$ cat src/rtl/mc_control_unit.sv
// Multicycle MIPS controller: sequences IF/ID/EXE/MEM/WB and decodes the IR opcode
// into the datapath selects, ALU function and state-gated write/read strobes.
module mc_control_unit (
    input  logic       CLK,
    input  logic       RST,
    input  logic [5:0] opcode,
    input  logic       zero,
    output logic [2:0] state,
    output logic       PCWre,
    output logic       IRWre,
    output logic       ALUSrcA,
    output logic       ALUSrcB,
    output logic [2:0] ALUOp,
    output logic       RegWre,
    output logic       RegDst,
    output logic       DBDataSrc,
    output logic       mRD,
    output logic       mWR,
    output logic       ExtSel,
    output logic [1:0] PCSrc
);

    typedef enum logic [2:0] {
        S_IF    = 3'b000,
        S_ID    = 3'b001,
        S_EXE_L = 3'b010,
        S_MEM   = 3'b011,
        S_WB_L  = 3'b100,
        S_EXE_B = 3'b101,
        S_EXE_A = 3'b110,
        S_WB_A  = 3'b111
    } state_t;

    state_t state_r;
    state_t next_s;
    logic   is_alu_s;
    logic   is_lw_s;
    logic   is_sw_s;
    logic   is_beq_s;
    logic   is_j_s;
    logic   is_halt_s;
    logic   is_undef_s;

    // Static opcode decode: selects, ALU function and instruction class
    always_comb begin
        ALUOp      = 3'b000;
        ALUSrcA    = 1'b0;
        ALUSrcB    = 1'b0;
        ExtSel     = 1'b0;
        RegDst     = 1'b0;
        DBDataSrc  = 1'b0;
        is_alu_s   = 1'b0;
        is_lw_s    = 1'b0;
        is_sw_s    = 1'b0;
        is_beq_s   = 1'b0;
        is_j_s     = 1'b0;
        is_halt_s  = 1'b0;
        is_undef_s = 1'b0;
        case (opcode)
            6'b000000: begin is_alu_s = 1'b1; RegDst = 1'b1; end
            6'b000001: begin is_alu_s = 1'b1; RegDst = 1'b1; ALUOp = 3'b001; end
            6'b000010: begin is_alu_s = 1'b1; ALUSrcB = 1'b1; ExtSel = 1'b1; end
            6'b010000: begin is_alu_s = 1'b1; RegDst = 1'b1; ALUOp = 3'b101; end
            6'b010001: begin is_alu_s = 1'b1; RegDst = 1'b1; ALUOp = 3'b110; end
            6'b010010: begin is_alu_s = 1'b1; ALUSrcB = 1'b1; ALUOp = 3'b101; end
            6'b011000: begin is_alu_s = 1'b1; RegDst = 1'b1; ALUSrcA = 1'b1; ALUOp = 3'b100; end
            6'b100110: begin is_alu_s = 1'b1; RegDst = 1'b1; ALUOp = 3'b010; end
            6'b110000: begin is_sw_s = 1'b1; ALUSrcB = 1'b1; ExtSel = 1'b1; end
            6'b110001: begin is_lw_s = 1'b1; ALUSrcB = 1'b1; ExtSel = 1'b1; DBDataSrc = 1'b1; end
            6'b110100: begin is_beq_s = 1'b1; ExtSel = 1'b1; ALUOp = 3'b001; end
            6'b111000: is_j_s = 1'b1;
            6'b111111: is_halt_s = 1'b1;
            default:   is_undef_s = 1'b1;
        endcase
    end

    // Next-state selection; halt parks the controller in ID until reset
    always_comb begin
        next_s = state_r;
        case (state_r)
            S_IF:    next_s = S_ID;
            S_ID: begin
                if (is_alu_s) begin
                    next_s = S_EXE_A;
                end else if (is_beq_s) begin
                    next_s = S_EXE_B;
                end else if (is_lw_s || is_sw_s) begin
                    next_s = S_EXE_L;
                end else if (is_halt_s) begin
                    next_s = S_ID;
                end else begin
                    next_s = S_IF;
                end
            end
            S_EXE_A: next_s = S_WB_A;
            S_WB_A:  next_s = S_IF;
            S_EXE_B: next_s = S_IF;
            S_EXE_L: next_s = S_MEM;
            S_MEM:   next_s = is_lw_s ? S_WB_L : S_IF;
            S_WB_L:  next_s = S_IF;
            default: next_s = S_IF;
        endcase
    end

    // State register
    always_ff @(posedge CLK or negedge RST) begin
        if (!RST) begin
            state_r <= S_IF;
        end else begin
            state_r <= next_s;
        end
    end

    // State-gated strobes; PCWre lands in each instruction's final cycle
    always_comb begin
        PCWre  = 1'b0;
        IRWre  = 1'b0;
        RegWre = 1'b0;
        mRD    = 1'b0;
        mWR    = 1'b0;
        PCSrc  = 2'b00;
        case (state_r)
            S_IF: IRWre = 1'b1;
            S_ID: begin
                if (is_j_s) begin
                    PCWre = 1'b1;
                    PCSrc = 2'b10;
                end else begin
                    PCWre = is_undef_s;
                end
            end
            S_EXE_B: begin
                PCWre = 1'b1;
                PCSrc = zero ? 2'b01 : 2'b00;
            end
            S_MEM: begin
                mRD   = is_lw_s;
                mWR   = is_sw_s;
                PCWre = is_sw_s;
            end
            S_WB_A, S_WB_L: begin
                RegWre = 1'b1;
                PCWre  = 1'b1;
            end
            default: PCWre = 1'b0;
        endcase
    end

    assign state = state_r;

endmodule

$ cat config.mk
export PLATFORM = sky130hd
export DESIGN_NAME = mc_control_unit
export DESIGN_NICKNAME = d
export VERILOG_FILES = /design/src/rtl/mc_control_unit.sv
export SDC_FILE = /design/constraint.sdc
export NUM_CORES = 1
export LEC_CHECK = 0
export CORE_MARGIN = 2
export CORE_UTILIZATION = 34
export CTS_CLUSTER_DIAMETER = 200
export DETAILED_ROUTE_END_ITERATION = 10
export PLACE_DENSITY = 0.71
export SYNTH_ARGS = -nofsm -noshare
export SYNTH_HDL_FRONTEND = slang
export SYNTH_SLANG_ARGS = --single-unit
$ cat constraint.sdc
create_clock -name CLK -period 1 [get_ports CLK]
set_input_delay 0.1 -clock CLK [delete_from_list [all_inputs] [get_ports CLK]]
set_output_delay 0.1 -clock CLK [all_outputs]
set_load 0.02 [all_outputs]
==> results.yml, run 1 <==
global_route:
  grt_max_degree: 13
synth:
  synth_seq_cells: 3
  synth_area_sq_um: 518
  synthMuxAreaShare_pct: 0
  synth_compound_area_share_pct: 24.2
  synth_adder_area_share_pct: 0
  syn_nets: 85
  synth_warnings: 0
  synth-simple-area-share_pct: 53.9
  syn_area_per_cell_sq_um: 6.82
  post_synth_xor_area_fraction_pct: 0
  yosysSeqAreaShare_pct: 14.5
  synth_top_family_by_area: "simple AND/OR/NAND/NOR gates"
  yosysUniqueCellTypes: 33
  syn_inst: 76
clocking:
  cts_root_buf: "clkbuf_4"
  h-tree-depth: 1
  ctsHoldBuffers: 0
  cts_buffers: 3
  clk_path_buf_depth: 2
  clkSinkCount: 3
floorplanning:
  floorplan.rows: 14
  start_util_pct: 35.2
  die_w_um: 43.0
  pin_count: 27
  die_y_um: 43.0
run_status:
  stop_error: "[ERROR DPL-0038] Utilization greater than 100%, impossible to legalize"
  outcome: "stopped before the end"
  flow.stopped_at: "5_1_grt"
place:
  routabilityCongestion: 0.811
  pre_cts_ws_ns: -1.26
  dpl.hpwl_um: 1540
  portBuffers: 26
timing:
  worst_endpoint: "PCWre"
  worstEndpointType: "output port"
synth_stat cells (all sizes together):
master	number	share of area, %
nor4bb	2	3.9
and3b	2	3.4
o31ai	1	1.4
and3	4	4.8
nor2b	5	6.0
a32oi	1	1.7
buf	5	5.3
nor4	2	2.4
a2111oi	1	1.7
nand2b	4	4.8
nand3b	2	2.9
o32a	1	1.9
o2111ai	1	1.7
or3b	1	1.7
o211ai	1	2.4
dfrtp	3	14
o21ai	4	3.9
clkbuf	1	0.72
o21a	1	1.4
and2b	1	1.4
o211a	1	1.9
nand2	5	3.6
nor2	9	6.5
a21oi	3	2.9
a31oi	1	1.2
a21bo	1	1.9
or3	2	2.4
nor3	8	8.7
inv	2	1.4
and2	1	1.2
stage by stage:
step / cell area [sq um] / setup TNS, ns / hold slack, ns / cells / utilization [%]
after detailed placement: 1070 / -17.53 / 0.298 / 141 / 73.0
after global placement: 1070 / -17.29 / 0.293 / 141 / 73.0
after floorplan: 613 / -1.01 / -0.196 / 76 / -
after CTS: 1300 / -4.37 / 0.0328 / 150 / 88.2
logic make-up after synthesis:
family	after synthesis
buffers and inverters	8
AO/OA/AOI/OAI	17
flip-flops	3
AND/OR/NAND/NOR	48
what timing repair did:
item | in CTS
gates resized for setup | 166
buffers inserted | 6
hold endpoints to repair | 0
pin swaps | 16
endpoints found under the setup margin | 21
==> run 2: changes to the inputs <==
==> config.mk (replaced) <==
export PLATFORM = sky130hd
export DESIGN_NAME = mc_control_unit
export DESIGN_NICKNAME = d
export VERILOG_FILES = /design/src/rtl/mc_control_unit.sv
export SDC_FILE = /design/constraint.sdc
export NUM_CORES = 1
export LEC_CHECK = 0
export CORE_AREA = 2 2 63 65
export DETAILED_ROUTE_END_ITERATION = 10
export DIE_AREA = 0 0 65 67
export PLACE_DENSITY_LB_ADDON = 0.15
export SYNTH_ARGS = -nofsm -noshare
export SYNTH_HDL_FRONTEND = slang
export SYNTH_SLANG_ARGS = --single-unit
==> constraint.sdc (replaced) <==
create_clock -name CLK -period 1.3 [get_ports CLK]
set_input_delay 0.13 -clock CLK [delete_from_list [all_inputs] [get_ports CLK]]
set_output_delay 0.13 -clock CLK [all_outputs]
set_load 0.02 [all_outputs]
==> run 2 against run 1 <==
The flow now finishes, with violations (setup timing). Synthesized area unchanged. Synthesized cell count unchanged.
==> results.yml, run 2 <==
run_status:
  outcome: "finished, violations left"
  failed_checks: "setup timing"
critical_path:
  crit_arrival_ns: 1.31
  cp_max_fo: 3
  cp_top_family: "simple AND/OR/NAND/NOR gates"
  r2r_start: "state[1]"
  crit_start: "state[2]"
  cp_slowest_cell: "dfrtp_1"
  endpoint_kind: "primary output"
  crit_chain: "nor2b_2, nor2b_4, nand2_1, o211ai_2, buf_6"
  critPathRequiredTime_ns: 1.17
  path_class: "flop to primary output"
  cp-start-kind: "flop"
  crit_buf_inv: 1
  cp_slowest_stage_delay_ns: 0.39
cells_and_area:
  fin_nets: 144
  largest_reg_flops: 3
  final_common_cell: "buf_4"
  num-fill-cells: 397
  ff_latch_area_sq_um: 76.3
  antenna_cells: 0
  layout_common_cells: "29 x buf_4, 16 x buf_6, 8 x nor2_1, 5 x nor3_1"
  syn_to_final_growth_pct: 147
  drive_gt1_share_pct: 61.9
  finalNonFillerCells: 182
  multiInputGateArea_sq_um: 566
synth:
  yosysUniqueCellTypes: 33
  synth_edf_count: 0
  synth_top_area_share_pct: 14.5
  synth_warnings: 0
  async_flop_share_pct: 100
  ys.flop_type: "dfrtp_1"
  synth.area.top_cells: "dfrtp_1 14%, nor3_1 6.8%, nor2_1 6.5%, nor2b_1 6.0%, and3_1 4.8%"
  syn_inst: 76
  synth_top_cell_by_area: "dfrtp_1"
  yosys-top-cells-count: "9 x nor2_1, 7 x nor3_1, 5 x nand2_1, 5 x nor2b_1"
  synth_area_sq_um: 518
  syn_nets: 85
  yosysSeqAreaShare_pct: 14.5
  syn_area_per_cell_sq_um: 6.82
  yosysMostFrequentCell: "nor2_1"
  synth_seq_cells: 3
floorplanning:
  coreArea_sq_um: 3610
  die_area_sq_um: 4360
  pin_count: 27
  die_y_um: 67
  start_util_pct: 14.4
  die_w_um: 65
  floorplan.rows: 22
route:
  firstDrtPassIters: 4
  drt-total-wl_um: 2220
  drt_first_iter_violations: 34
  drcViolationCount: 0
  vias_per_cell: 4.24
  vias: 771
  avgRoutedWirePerCell_um: 12.2
  ant_nets: 0
timing:
  fmax_mhz: 697
  worst_slew_pin_slew_ns: 0.313
  timing.final.ws_setup_ns: -0.135
  fin_tns_setup_ns: -0.473
  min_period_ns: 1.44
  fin_worst_skew_ns: 0.00560
  rsz0062_at_grt: "true"
  finalCritPeriodShare_pct: 110
  hold_violations: 0
  max_slew_margin_pct: 78.8
  slew_viol_final: 0
  setup-violations-final: 7
  timing.hold.ws_ns: 0.0950
clocking:
  clk_latency_ns: 0.22
  cts_tree: "built"
  ctsHoldBuffers: 0
  h-tree-depth: 1
  clkSinkCount: 3
  clk_pin_slew_worst_paths_ns: 0.03
  cts_buffers: 3
  cts_root_buf: "clkbuf_8"
  clk_path_buf_depth: 2
global_route:
  grt-ovfl-total: 0
  grt_max_degree: 10
  antenna_found_initial: 0
  grt_pass1_vias: 773
  grt_pass1_wl_um: 3590
  track_usage_pct: 10.6
power:
  p_per_area_nw_per_um2: 1180
  power_leakage_uw: 0.000607
  peakVddDrop_mv: 0.278
  p_total_uw: 1500
place:
  routabilityCongestion: 0.826
  pre_cts_ws_ns: -1.09
  place_inst: 173
  portBuffers: 26
  dpl.hpwl_um: 1670
min_path:
  hp-class: "primary input to asynchronous set/reset pin"
run:
  cap_viol_max_count: 0
run 2: cell counts after synthesis:
Identical to the previous run, type by type.
run 2: report_power, final:
group	internal, uW	total, uW	switching (uW)	leakage [uW]
clock	210	277	67.0	0.0000228
combinational	593	1070	482	0.000546
sequential	129	153	23.8	0.0000378
run 2: cell type report:
cell class | count | area share [%]
sequential | 3 | 5.97
multi-input combinational | 65 | 44.3
inverter | 2 | 0.588
timing repair buffer | 60 | 40.9
tap | 48 | 4.70
clock buffer | 4 | 3.53
run 2: timing repair:
item | CTS | global route
pin swaps | 11 | 8
setup buffers | 3 | 2
setup endpoints to repair | 21 | 17
gates resized for setup | 128 | 22
run 2: metal layers:
layer	part of all wire (%)	global-route usage, %	vias to the layer above
met1	44	13.2	338
li1	-	-	398
met3	6.7	2.20	4
met4	1.0	3.99	0
met5	0	0	-
met2	48	18.0	31
run 2: worst reg2reg max path, delay by kind of cell, from the launching register on:
kind                   cells  cell delay (ns)
buffers and inverters      4             0.45
flip-flops                 1             0.39
AO/OA/AOI/OAI              1             0.18
AND/OR/NAND/NOR            1             0.06
run 2: metrics by stage:
stage,utilization [%],instance area [sq um]
after floorplan,-,532
after global placement,28.8,1040
after detailed placement,28.8,1040
after CTS,33.9,1220
after global routing,35.4,1280
final,35.4,1280
run 2: path summary, 6_finish.rpt:
path                       slack, ns  cells after the start        to
setup / recovery               -0.14                      5     PCWre
hold / removal                   0.1                      1  state[1]
setup reg to reg                0.10                      6  state[1]
hold reg to reg                 0.70                      3  state[2]
max in group asynchronous       1.04                      1  state[0]
min in group CLK                0.52                      5  state[2]
run 2: logic make-up (layout without fill, tap and decap cells):
| logic type | Yosys count | after routing | share of synthesized area [%] |
|---|---|---|---|
| AO/OA/AOI/OAI | 17 | 17 | 24.2 |
| flip-flops | 3 | 3 | 14.5 |
| buffers and inverters | 8 | 66 | 7.49 |
| AND/OR/NAND/NOR | 48 | 48 | 53.9 |
Power figures use the tool's default switching activity.
==> run 3: changes to the inputs <==
--- a/config.mk
+++ b/config.mk
@@ -5,10 +5,12 @@
 export SDC_FILE = /design/constraint.sdc
 export NUM_CORES = 1
 export LEC_CHECK = 0
+export CAP_MARGIN = 10
 export CORE_AREA = 2 2 63 65
 export DETAILED_ROUTE_END_ITERATION = 10
 export DIE_AREA = 0 0 65 67
 export PLACE_DENSITY_LB_ADDON = 0.15
+export SKIP_CTS_REPAIR_TIMING = 1
 export SYNTH_ARGS = -nofsm -noshare
 export SYNTH_HDL_FRONTEND = slang
 export SYNTH_SLANG_ARGS = --single-unit
==> run 3 against run 2 <==
The run still ends with setup timing left. Clock skew about the same. Clock-buffer cell count unchanged. Largest power group unchanged. Setup slack got worse by 0.0035 ns. Global-route usage decreased by 0.28 points.
==> results.yml, run 3 (synthesis gave the netlist of run 2 again) <==
place:
  portBuffers: 26
  dpl.hpwl_um: 1670
  dpl-instance-area_sq_um: 1040
  routabilityCongestion: 0.826
cells_and_area:
  antenna_cells: 0
  ff_latch_area_sq_um: 76.3
  fin_nets: 141
  num-fill-cells: 387
  largest_reg_flops: 3
  layout_common_cells: "31 x buf_4, 12 x buf_6, 9 x nor2_1, 7 x dlymetal6s2s_1"
  final_area_sq_um: 1240
  multiInputGateArea_sq_um: 541
  final_common_cell: "buf_4"
  drive_gt1_share_pct: 55.0
  syn_to_final_growth_pct: 139
critical_path:
  endpoint_kind: "primary output"
  r2r_start: "state[1]"
  cp_slowest_cell: "dfrtp_1"
  crit_chain: "buf_4, nor2b_1, a31oi_1, o211ai_2, buf_6"
  crit_start: "state[2]"
  path_class: "flop to primary output"
  critPathRequiredTime_ns: 1.17
  crit_arrival_ns: 1.31
  cp_slowest_stage_delay_ns: 0.37
  cp-start-kind: "flop"
  cp_max_fo: 7
clocking:
  clk_path_buf_depth: 2
  h-tree-depth: 1
  clk_pin_slew_worst_paths_ns: 0.03
  cts_tree: "built"
  clk_latency_ns: 0.22
  clkSinkCount: 3
  cts_root_buf: "clkbuf_8"
  cts_buffers: 3
route:
  drt_first_iter_violations: 36
  avgRoutedWirePerCell_um: 11.9
  ant_nets: 0
  firstDrtPassIters: 4
  drt-total-wl_um: 2120
  drcViolationCount: 0
  vias: 766
  vias_per_cell: 4.28
floorplanning:
  coreArea_sq_um: 3610
  start_util_pct: 14.4
  die_y_um: 67
  die_w_um: 65
  floorplan.rows: 22
  die_area_sq_um: 4360
  pin_count: 27
timing:
  slew_viol_final: 0
  min_period_ns: 1.44
  worst_slew_pin_slew_ns: 0.287
  rsz0062_at_grt: "true"
  timing.final.ws_setup_ns: -0.139
  finalCritPeriodShare_pct: 111
  hold_violations: 0
  max_slew_margin_pct: 80.6
  fmax_mhz: 695
  setup-violations-final: 6
  fin_worst_skew_ns: 0.00554
global_route:
  track_usage_pct: 10.4
  grt_pass1_vias: 764
  grt-ovfl-total: 0
  grt_busiest_layer: "met2"
  gr-usage-met3_pct: 2.03
  met2_usage_pct: 17.0
  grt_pass1_wl_um: 3490
  grtUsageMet1_pct: 13.3
  grt_max_degree: 10
  antenna_found_initial: 0
power:
  power_leakage_uw: 0.000685
  p_per_area_nw_per_um2: 1150
  p_total_uw: 1420
  peakVddDrop_mv: 0.263
run:
  cap_viol_max_count: 0
min_path:
  hp-class: "primary input to asynchronous set/reset pin"
run_status:
  failed_checks: "setup timing"
  outcome: "finished, violations left"
-- run 3: cell types whose count changed in the layout (fill, tap and decap cells not counted), moves of 2 or more --
cell             previous run  this run
dlygate4sd2_1               2         0
clkdlybuf4s15_2             2         0
buf_4                      29        31
dlymetal6s2s_1              0         7
buf_6                      16        12
buf_2                       4         0
-- run 3: cell type report --
type / count / share of cell area, %
multi-input combinational: 65 / 43.6
clock buffer: 4 / 3.63
inverter: 2 / 0.605
tap: 48 / 4.84
sequential: 3 / 6.16
timing repair buffer: 57 / 41.2
-- run 3: path summary, 6_finish.rpt --
check                            to  slack, ns  cells past startpoint
max                           PCWre      -0.14                      5
min                        state[1]       0.09                      1
max reg2reg                state[1]       0.19                      5
min reg2reg                state[0]       0.68                      3
max in group asynchronous  state[0]       1.04                      1
min in group CLK           state[0]       0.49                      5
-- run 3: metal layers --
layer / vias up / wire length, um
met4: 0 / 23
met1: 343 / 936
met2: 27 / 1020
met5: - / 0
met3: 4 / 144
li1: 392 / -
-- run 3: through the flow --
step / setup TNS (ns) / hold WS [ns] / util (%) / worst slack, ns / instances
floorplan: -0.0407 / -0.166 / - / -0.0244 / 76
global placement: -12.85 / 0.321 / 28.8 / -1.09 / 173
detailed placement: -12.79 / 0.329 / 28.8 / -1.09 / 173
CTS: -13.53 / 0.0939 / 30.0 / -1.12 / 177
global route: -0.928 / 0.102 / 34.4 / -0.231 / 179
finish: -0.486 / 0.0941 / 34.4 / -0.139 / 179
-- run 3: report_power, final --
part | leakage, uW | internal, uW | total, uW | switching [uW]
clock network | 0.0000228 | 210 | 277 | 67.4
registers | 0.0000378 | 129 | 153 | 23.3
logic | 0.000625 | 548 | 993 | 445
total | 0.000685 | 887 | 1420 | 536
-- run 3: critical path: cells and delay by family, from the launching register on --
kind | cells | cell delay, ns
simple gates | 1 | 0.14
buf+inv | 2 | 0.31
flops | 1 | 0.37
compound gates | 2 | 0.27
==> run 4: changes to the inputs <==
--- a/config.mk
+++ b/config.mk
@@ -5,12 +5,12 @@
 export SDC_FILE = /design/constraint.sdc
 export NUM_CORES = 1
 export LEC_CHECK = 0
+export ABC_CLOCK_PERIOD_IN_PS = 1800
 export CAP_MARGIN = 10
 export CORE_AREA = 2 2 63 65
 export DETAILED_ROUTE_END_ITERATION = 10
 export DIE_AREA = 0 0 65 67
 export PLACE_DENSITY_LB_ADDON = 0.15
-export SKIP_CTS_REPAIR_TIMING = 1
 export SYNTH_ARGS = -nofsm -noshare
 export SYNTH_HDL_FRONTEND = slang
 export SYNTH_SLANG_ARGS = --single-unit
==> constraint.sdc (replaced) <==
create_clock -name CLK -period 1.8 [get_ports CLK]
set_input_delay 0.18 -clock CLK [delete_from_list [all_inputs] [get_ports CLK]]
set_output_delay 0.18 -clock CLK [all_outputs]
set_load 0.02 [all_outputs]
==> run 4 against run 3 <==
Sequential cell count unchanged. Clock-buffer cell count stayed put. Combinational power decreased by 45%. Global-route usage down 0.31 points. Clock power down 31%. Routed wire length down 4.0%. Core utilization fell by 3.9 points. Largest cell class is now buffers. The flow now finishes without violations. Hold slack improved by 0.056 ns.
==> results.yml, run 4 (synthesis gave the netlist of run 2 again) <==
run_status:
  outcome: "complete, no violations"
global_route:
  track_usage_pct: 10.0
  grt_pass1_wl_um: 3470
  grt-ovfl-total: 0
  antenna_found_initial: 0
  grt_pass1_vias: 759
  grt_max_degree: 8
floorplanning:
  die_area_sq_um: 4360
  start_util_pct: 14.4
  coreArea_sq_um: 3610
  pin_count: 27
  floorplan.rows: 22
  die_y_um: 67
  die_w_um: 65
route:
  top_layer: "met3"
  wl_met3_um: 100
  m1WireLength_um: 956
  vias_per_cell: 4.25
  avgRoutedWirePerCell_um: 11.4
  drcViolationCount: 0
  firstDrtPassIters: 4
  wl_met2_um: 980
  vias: 761
  drt_first_iter_violations: 35
  drt-total-wl_um: 2040
  ant_nets: 0
clocking:
  clk_pin_slew_worst_paths_ns: 0.03
  clk_latency_ns: 0.21
  cts_buffers: 3
  clk_path_buf_depth: 2
  post-cts-setup-buffers: 0
  clkSinkCount: 3
  h-tree-depth: 1
  cts_tree: "built"
  cts_root_buf: "clkbuf_8"
cells_and_area:
  layout_common_cells: "34 x buf_4, 16 x dlygate4sd2_1, 8 x nor2_1, 7 x nor3_1"
  syn_to_final_growth_pct: 113
  largest_reg_flops: 3
  final_area_sq_um: 1100
  final_core_util_pct: 30.5
  fin_nets: 141
  final_common_cell: "buf_4"
  antenna_cells: 0
  drive_gt1_share_pct: 36.6
power:
  p_switching_uw: 331
  p_int_uw: 517
  power_leakage_uw: 0.000564
  combPwrFrac_pct: 64.1
  p_seq_share_pct: 13.3
  swShare_pct: 39.1
  p_per_area_nw_per_um2: 771
  clkPwrFrac_pct: 22.6
  peakVddDrop_mv: 0.165
critical_path:
  crit_chain: "dlygate4sd2_1, or3b_4, buf_4, o32a_1, nor2_1, dlygate4sd2_1"
  crit_buf_inv: 3
  cp_max_fo: 4
  crit_arrival_ns: 1.57
  path_class: "primary input to primary output"
  cp-start-kind: "primary input"
  cp_top_family: "buffers and inverters"
  endpoint_kind: "primary output"
  crit_start: "opcode[2]"
  critPathRequiredTime_ns: 1.62
  cp_slowest_stage_delay_ns: 0.41
  crit_top_cell: "dlygate4sd2_1"
  rr_worst_depth: 5
  cp_slowest_cell: "or3b_4"
  cp.depth: 6
  r2r_start: "state[0]"
timing:
  min_period_ns: 1.75
  max_slew_margin_pct: 79.3
  hold_violations: 0
  rsz0062_at_grt: "false"
  finalCritPeriodShare_pct: 97.2
  fin_worst_skew_ns: 0.00153
  fin_tns_setup_ns: 0
  worst_slew_pin_slew_ns: 0.308
  slew_viol_final: 0
  fmax_mhz: 572
  setup-violations-final: 0
  timing.final.ws_setup_ns: 0.0511
place:
  dpl-instance-area_sq_um: 1040
  dpl.hpwl_um: 1650
  pre_cts_ws_ns: -0.637
  routabilityCongestion: 0.840
  portBuffers: 26
min_path:
  hp-class: "primary input to asynchronous set/reset pin"
run:
  cap_viol_max_count: 0
==> run 4: per-layer routing <==
layer,global-route usage [%],up-vias
li1,-,387
met4,3.19,0
met3,2.03,0
met2,18.4,26
met5,0,-
met1,11.6,348
==> run 4: path summary, 6_finish.rpt <==
path / endpoint / slack (ns)
worst max-delay path: ALUOp[1] / 0.05
max in group asynchronous: state[2] / 1.51
worst max register to register: state[2] / 0.68
worst min-delay path: state[1] / 0.15
worst min register to register: state[2] / 0.67
min in group CLK: state[2] / 0.67
==> run 4: power by group through the flow <==
stage / Combinational (uW) / Clock, uW / Sequential (uW)
floorplan: 216 / 0 / 156
CTS: 533 / 198 / 112
global route: 591 / 204 / 118
detailed placement: 561 / 0 / 112
finish: 544 / 191 / 113
global placement: 562 / 0 / 110
==> run 4: cell type report <==
type                       count  area (sq um)
fill                         406          2500
timing repair buffer          57           468
multi-input combinational     65           445
sequential                     3          75.1
tap                           48          60.1
clock buffer                   4          45.0
inverter                       2          7.51
==> run 4: stage by stage <==
stage / total power [uW] / hold slack [ns] / instances
3_3_place_gp: 672 / 0.373 / 175
3_5_place_dp: 673 / 0.376 / 175
5_1_grt: 913 / 0.158 / 179
4_1_cts: 843 / 0.152 / 179
6_report: 849 / 0.150 / 179
2_1_floorplan: 372 / -0.116 / 76
==> run 4: what timing repair did <==
| item | CTS | global route |
|---|---|---|
| hold buffers | 0 | 0 |
| cloned | 0 | 0 |
| gates resized for setup | 42 | 4 |
| pin swaps | 0 | 1 |
| setup endpoints to repair | 15 | 4 |
| endpoints found under the hold margin | 0 | 0 |
